$ cat src/rtl/sdc_pkg.sv
// Shared types and parameter defaults for the SDC closing sequencer.
package sdc_pkg;

   typedef enum logic [2:0] {
      StInit      = 3'd0,
      StWaitReady = 3'd1,
      StArmed     = 3'd2,
      StClosing   = 3'd3,
      StClosed    = 3'd4,
      StEmergency = 3'd5
   } sdc_state_e;

   localparam int unsigned DefDebounceCycles = 4;
   localparam int unsigned DefWdTimeout      = 16;
   localparam int unsigned DefCloseTimeout   = 32;

endpackage

$ cat src/rtl/sdc_debounce.sv
// Activation-button debouncer: qualifies the mode-selected button and emits a
// single-cycle pulse once it has been sampled high DEBOUNCE_CYCLES times in a row.
module sdc_debounce
   import sdc_pkg::*;
#(
   parameter int unsigned DEBOUNCE_CYCLES = DefDebounceCycles
) (
   input  logic clk_i,
   input  logic rst_i,
   input  logic mode_i,
   input  logic btn_cockpit_i,
   input  logic btn_external_i,
   output logic act_evt_o
);

   localparam int unsigned CntW = $clog2(DEBOUNCE_CYCLES + 1);
   localparam logic [CntW-1:0] CntMax = CntW'(DEBOUNCE_CYCLES);

   logic [CntW-1:0] cnt_q, cnt_d;
   logic            mode_prev_q;
   logic            act_q, act_d;
   logic            btn;

   assign btn = mode_i ? btn_external_i : btn_cockpit_i;

   always_comb begin
      cnt_d = cnt_q;
      // A mode switch restarts qualification so a half-pressed old button cannot carry over.
      if ((mode_i != mode_prev_q) || !btn) begin
         cnt_d = '0;
      end else if (cnt_q != CntMax) begin
         cnt_d = cnt_q + 1'b1;
      end
      act_d = (cnt_d == CntMax) && (cnt_q != CntMax);
   end

   always_ff @(posedge clk_i) begin
      if (rst_i) begin
         cnt_q       <= '0;
         mode_prev_q <= mode_i;
         act_q       <= 1'b0;
      end else begin
         cnt_q       <= cnt_d;
         mode_prev_q <= mode_i;
         act_q       <= act_d;
      end
   end

   assign act_evt_o = act_q;

endmodule

$ cat src/rtl/sdc_sequencer.sv
// Shutdown-circuit closing sequencer: arms on a live watchdog and intact chain,
// closes the relay on a debounced activation and latches any fault into EMERGENCY.
module sdc_sequencer
   import sdc_pkg::*;
#(
   parameter int unsigned DEBOUNCE_CYCLES = DefDebounceCycles,
   parameter int unsigned WD_TIMEOUT      = DefWdTimeout,
   parameter int unsigned CLOSE_TIMEOUT   = DefCloseTimeout
) (
   input  logic       clk,
   input  logic       Power_on_Reset,
   input  logic       AS_driving_mode,
   input  logic       TS_Activation_Button_cockpit,
   input  logic       TS_Activation_Button_external,
   input  logic       AS_close_SDC,
   input  logic       Watchdog,
   input  logic       Shutdown_circuit,
   input  logic       SDC_sense,
   output logic       To_SDC_relais,
   output logic       SDC_is_Ready,
   output logic       Emergency,
   output logic [2:0] State_code
);

   localparam int unsigned WdW    = $clog2(WD_TIMEOUT + 1);
   localparam int unsigned CloseW = $clog2(CLOSE_TIMEOUT + 1);
   localparam logic [WdW-1:0]    WdMax    = WdW'(WD_TIMEOUT);
   localparam logic [CloseW-1:0] CloseMax = CloseW'(CLOSE_TIMEOUT);

   sdc_state_e        state_q, state_d;
   logic [WdW-1:0]    wd_cnt_q, wd_cnt_d;
   logic [CloseW-1:0] close_cnt_q, close_cnt_d;
   logic [CloseW-1:0] close_inc;
   logic              wd_prev_q;
   logic              mode_prev_q;
   logic              wd_ok;
   logic              close_to;
   logic              mode_chg;
   logic              act_evt;

   sdc_debounce #(
      .DEBOUNCE_CYCLES(DEBOUNCE_CYCLES)
   ) u_debounce (
      .clk_i         (clk),
      .rst_i         (Power_on_Reset),
      .mode_i        (AS_driving_mode),
      .btn_cockpit_i (TS_Activation_Button_cockpit),
      .btn_external_i(TS_Activation_Button_external),
      .act_evt_o     (act_evt)
   );

   always_comb begin
      wd_cnt_d = wd_cnt_q;
      if (Watchdog != wd_prev_q) begin
         wd_cnt_d = '0;
      end else if (wd_cnt_q != WdMax) begin
         wd_cnt_d = wd_cnt_q + 1'b1;
      end
   end

   assign wd_ok     = (wd_cnt_q < WdMax);
   assign mode_chg  = (AS_driving_mode != mode_prev_q);
   assign close_inc = close_cnt_q + 1'b1;
   // Timeout fires as the count reaches the limit, so CLOSING lasts exactly CLOSE_TIMEOUT cycles.
   assign close_to  = (close_inc >= CloseMax);

   always_comb begin
      state_d     = state_q;
      close_cnt_d = close_cnt_q;
      unique case (state_q)
         StInit: state_d = StWaitReady;
         StWaitReady: begin
            if (wd_ok && Shutdown_circuit) state_d = StArmed;
         end
         StArmed: begin
            if (!wd_ok || !Shutdown_circuit) begin
               state_d = StWaitReady;
            end else if (act_evt && AS_close_SDC) begin
               state_d     = StClosing;
               close_cnt_d = '0;
            end
         end
         StClosing: begin
            close_cnt_d = close_inc;
            if (close_to || !wd_ok || !Shutdown_circuit) begin
               state_d = StEmergency;
            end else if (SDC_sense && (close_cnt_q < CloseMax)) begin
               state_d = StClosed;
            end
         end
         StClosed: begin
            if (!wd_ok || !Shutdown_circuit || !SDC_sense || !AS_close_SDC || mode_chg) begin
               state_d = StEmergency;
            end
         end
         StEmergency: state_d = StEmergency;
         default: state_d = StEmergency;
      endcase
   end

   always_ff @(posedge clk) begin
      if (Power_on_Reset) begin
         state_q     <= StInit;
         wd_cnt_q    <= WdMax;
         close_cnt_q <= '0;
         wd_prev_q   <= 1'b0;
         mode_prev_q <= AS_driving_mode;
      end else begin
         state_q     <= state_d;
         wd_cnt_q    <= wd_cnt_d;
         close_cnt_q <= close_cnt_d;
         wd_prev_q   <= Watchdog;
         mode_prev_q <= AS_driving_mode;
      end
   end

   assign To_SDC_relais = (state_q == StClosing) || (state_q == StClosed);
   assign SDC_is_Ready  = (state_q == StArmed);
   assign Emergency     = (state_q == StEmergency);
   assign State_code    = state_q;

endmodule
$ cat config.mk
export PLATFORM = sky130hd
export DESIGN_NAME = sdc_sequencer
export DESIGN_NICKNAME = d
export VERILOG_FILES = /design/src/rtl/sdc_pkg.sv /design/src/rtl/sdc_debounce.sv /design/src/rtl/sdc_sequencer.sv
export SDC_FILE = /design/constraint.sdc
export NUM_CORES = 1
export LEC_CHECK = 0
export BUFFER_PORTS_ARGS = -buffer_cell sky130_fd_sc_hd__buf_4
export CORE_ASPECT_RATIO = 1.75
export CORE_MARGIN = 5
export CORE_UTILIZATION = 35
export DETAILED_ROUTE_END_ITERATION = 6
export GPL_ROUTABILITY_DRIVEN = 1
export GPL_TIMING_DRIVEN = 1
export SYNTH_ARGS = -nofsm -noshare
export SYNTH_HDL_FRONTEND = slang
export SYNTH_HIERARCHICAL = 1
export SYNTH_SLANG_ARGS = --single-unit
$ cat constraint.sdc
create_clock -name clk -period 2.25 [get_ports clk]
set_input_delay 0.225 -clock clk [delete_from_list [all_inputs] [get_ports clk]]
set_output_delay 0.225 -clock clk [all_outputs]
set_load 0.1 [all_outputs]
==> results_dict.tcl <==
set metrics [dict create \
    status "finished, final reports clean" \
    max_stage_delay_ps 430 \
    start_util 0.356 \
    p_int_mw 0.559 \
    synth-warning-count 6 \
    path_class "flip-flop to output pin" \
    min_period_ps 1680 \
    boundaryPins 15 \
    worst_ep_required_time_ps 2030 \
    fin_cells 160 \
    synth-edff-count 0 \
    cts-root-buf "clkbuf_8" \
    finalSetupTns_ps 0 \
    vdd_drop_max_mv 0.420 \
    path_cells "and3b_1 -> a21o_1 -> buf_4" \
    vias 856 \
    chipWidth_um 51.0 \
    synth_nets 131 \
    cts_tree "built" \
    clock_path_buffers 2 \
    cellLeakagePower_nw 0.477 \
    path_max_fanout 10 \
    drv_slew 0 \
    grt_pass1_wl_um 3340 \
    total_power_mw 0.776 \
    antenna_left 0 \
    netlist_area_sq_um 1030 \
    viasPerCell 5.35 \
    first_pass_iters 4 \
    synthDistinctLibCells 34 \
    hold_path.class "primary input to flip-flop" \
    worst_pin_slew_ps 514 \
    gr-total-overflow 0 \
    maxSlewHeadroom 0.656 \
    cts_hold_buf 0 \
    pwr-share-comb 0.177 \
    pwr-share-seq 0.515 \
    fin_skew_ps 0.787 \
    fill_cells 294 \
    clk_pin_slew_ps 70 \
    antenna_found_initial 0 \
    synthArstFlopShare 0 \
    p_per_area_nw_per_um2 637 \
    grt_max_degree 12 \
    drive_above_1_share 0.174 \
    synthCells 117 \
    final_common_cell "dfxtp_1" \
    p_clk_frac 0.308 \
    syn2layout_area_growth_pct 18.2 \
    endpoint_kind "output pin" \
    dp_cells 156 \
    fin_crit_sh 0.747 \
    synth_flop_cell "dfxtp_1" \
    layout_common_cells "dfxtp_1, buf_4, nand3_1, nor2_1" \
    io_buffers 14 \
    cp.arrival_ps 1460 \
    rows 26 \
    setup_viol 0 \
    drt-initial-drc-count 18 \
    fp.dieH_um 81.8 \
    cpMaxStageDelayCell "and3b_1" \
    first_global_vias 838 \
    drc 0 \
    wl_um 1960 \
    track_usage 0.105 \
    ctsResizeCount 0 \
    drv_cap 0 \
    finalHoldViolCount 0 \
    htree_levels 1 \
    avgSynthCellArea_sq_um 8.81 \
    wl_per_cell_um 12.2 \
    netSwitchingPower_mw 0.217 \
    fp.coreArea_sq_um 2900 \
    diodes 0 \
    crit_path_start_kind "flip-flop" \
    nNetsFinal 147 \
    hpwl_um 1540 \
    place_congestion 0.802 \
    numCtsBuffers 3 \
    fmax_mhz 595 \
    synth-seq-area-share 0.408 \
    rsz0062_at_grt "false" \
    clk_latency_ps 250 \
    cts_setup_buffers 0 \
    synth_seq_cells 21 \
    fp.dieArea_sq_um 4170 \
    holdWs_ps 104 \
    clkSinkCount 21 \
    p_sw_frac 0.280 \
]
[state kept, by name (all words and copies together) (netlist names)]
name                    count
State_code                  3
close_cnt_q                 6
u_debounce/cnt_q            3
wd_cnt_q                    5
mode_prev_q                 1
u_debounce/mode_prev_q      1
wd_prev_q                   1
u_debounce/act_evt_o        1
[per-layer routing]
layer,share of wire,up-vias,GRT usage
li1,-,438,-
met1,0.40,396,0.0981
met2,0.52,18,0.195
met3,0.055,4,0.0218
met4,0.032,0,0.0809
met5,0,-,0
[cells in the mapped netlist, types with 2 or more instances]
cell	number	share of area
a211oi_1	2	0.015
a21o_1	2	0.015
a21oi_1	6	0.029
and3_1	2	0.012
and3b_1	2	0.017
clkbuf_1	2	0.0073
dfxtp_1	21	0.41
ha_1	5	0.061
inv_1	7	0.025
nand2_1	7	0.025
nand2b_1	2	0.012
nand3_1	9	0.044
nand3b_1	2	0.015
nand4_1	4	0.024
nor2_1	8	0.029
nor2b_1	2	0.012
nor3_1	5	0.024
nor3b_1	2	0.015
o21ai_0	3	0.015
or2_0	2	0.012
xnor2_1	5	0.042
xor2_1	5	0.042
[layout make-up]
type                    count  area, sq um  share of cell area
repair buffers             14          105              0.0862
well taps                  28         35.0              0.0287
flip-flops and latches     21          427               0.350
multi-input cells          86          581               0.476
clock buffers               4         45.0              0.0370
inverters                   7         26.3              0.0216
[power by group through the flow]
| stage | Clock, mW | Sequential (mW) | Combinational, mW |
|---|---|---|---|
| 2_1_floorplan | 0 | 0.434 | 0.0786 |
| 5_1_grt | 0.268 | 0.402 | 0.148 |
| 3_3_place_gp | 0 | 0.408 | 0.137 |
| 6_report | 0.239 | 0.400 | 0.137 |
| 3_5_place_dp | 0 | 0.409 | 0.139 |
| 4_1_cts | 0.252 | 0.400 | 0.139 |
[kinds of logic (layout without fill, tap and decap cells)]
| kind of cell | Yosys count | after routing | share of synthesized area |
|---|---|---|---|
| buffers and inverters | 10 | 25 | 0.0401 |
| xor gates and xnor gates | 10 | 10 | 0.0849 |
| DFF | 21 | 21 | 0.408 |
| adders and majority gates | 5 | 5 | 0.0607 |
| muxes | 1 | 1 | 0.00971 |
| and+or+nand+nor | 54 | 54 | 0.300 |
| AOI/OAI and AO/OA | 16 | 16 | 0.0971 |
[stage by stage]
stage               cell area [sq um]   util  setup slack (ps)
floorplan                        1050      -               166
global placement                 1170  0.405               837
detailed placement               1170  0.405               840
CTS                              1220  0.421               552
global route                     1220  0.421               463
finish                           1220  0.421               569
[critical path, delay by kind of cell (launching register included)]
kind	cells	cell delay, ps
DFF	1	360
AOI/OAI and AO/OA	1	130
and+or+nand+nor	1	430
buffers and inverters	1	280
[worst paths after layout]
check,endpoint,start,depth (start not counted),slack (ps)
max reg2reg,State_code[2],close_cnt_q[3],4,840
min,mode_prev_q,AS_driving_mode,1,100
min reg2reg,u_debounce/cnt_q[1],u_debounce/cnt_q[1],2,510
max,To_SDC_relais,State_code[2],3,570
(Power assumes the default switching activity.)
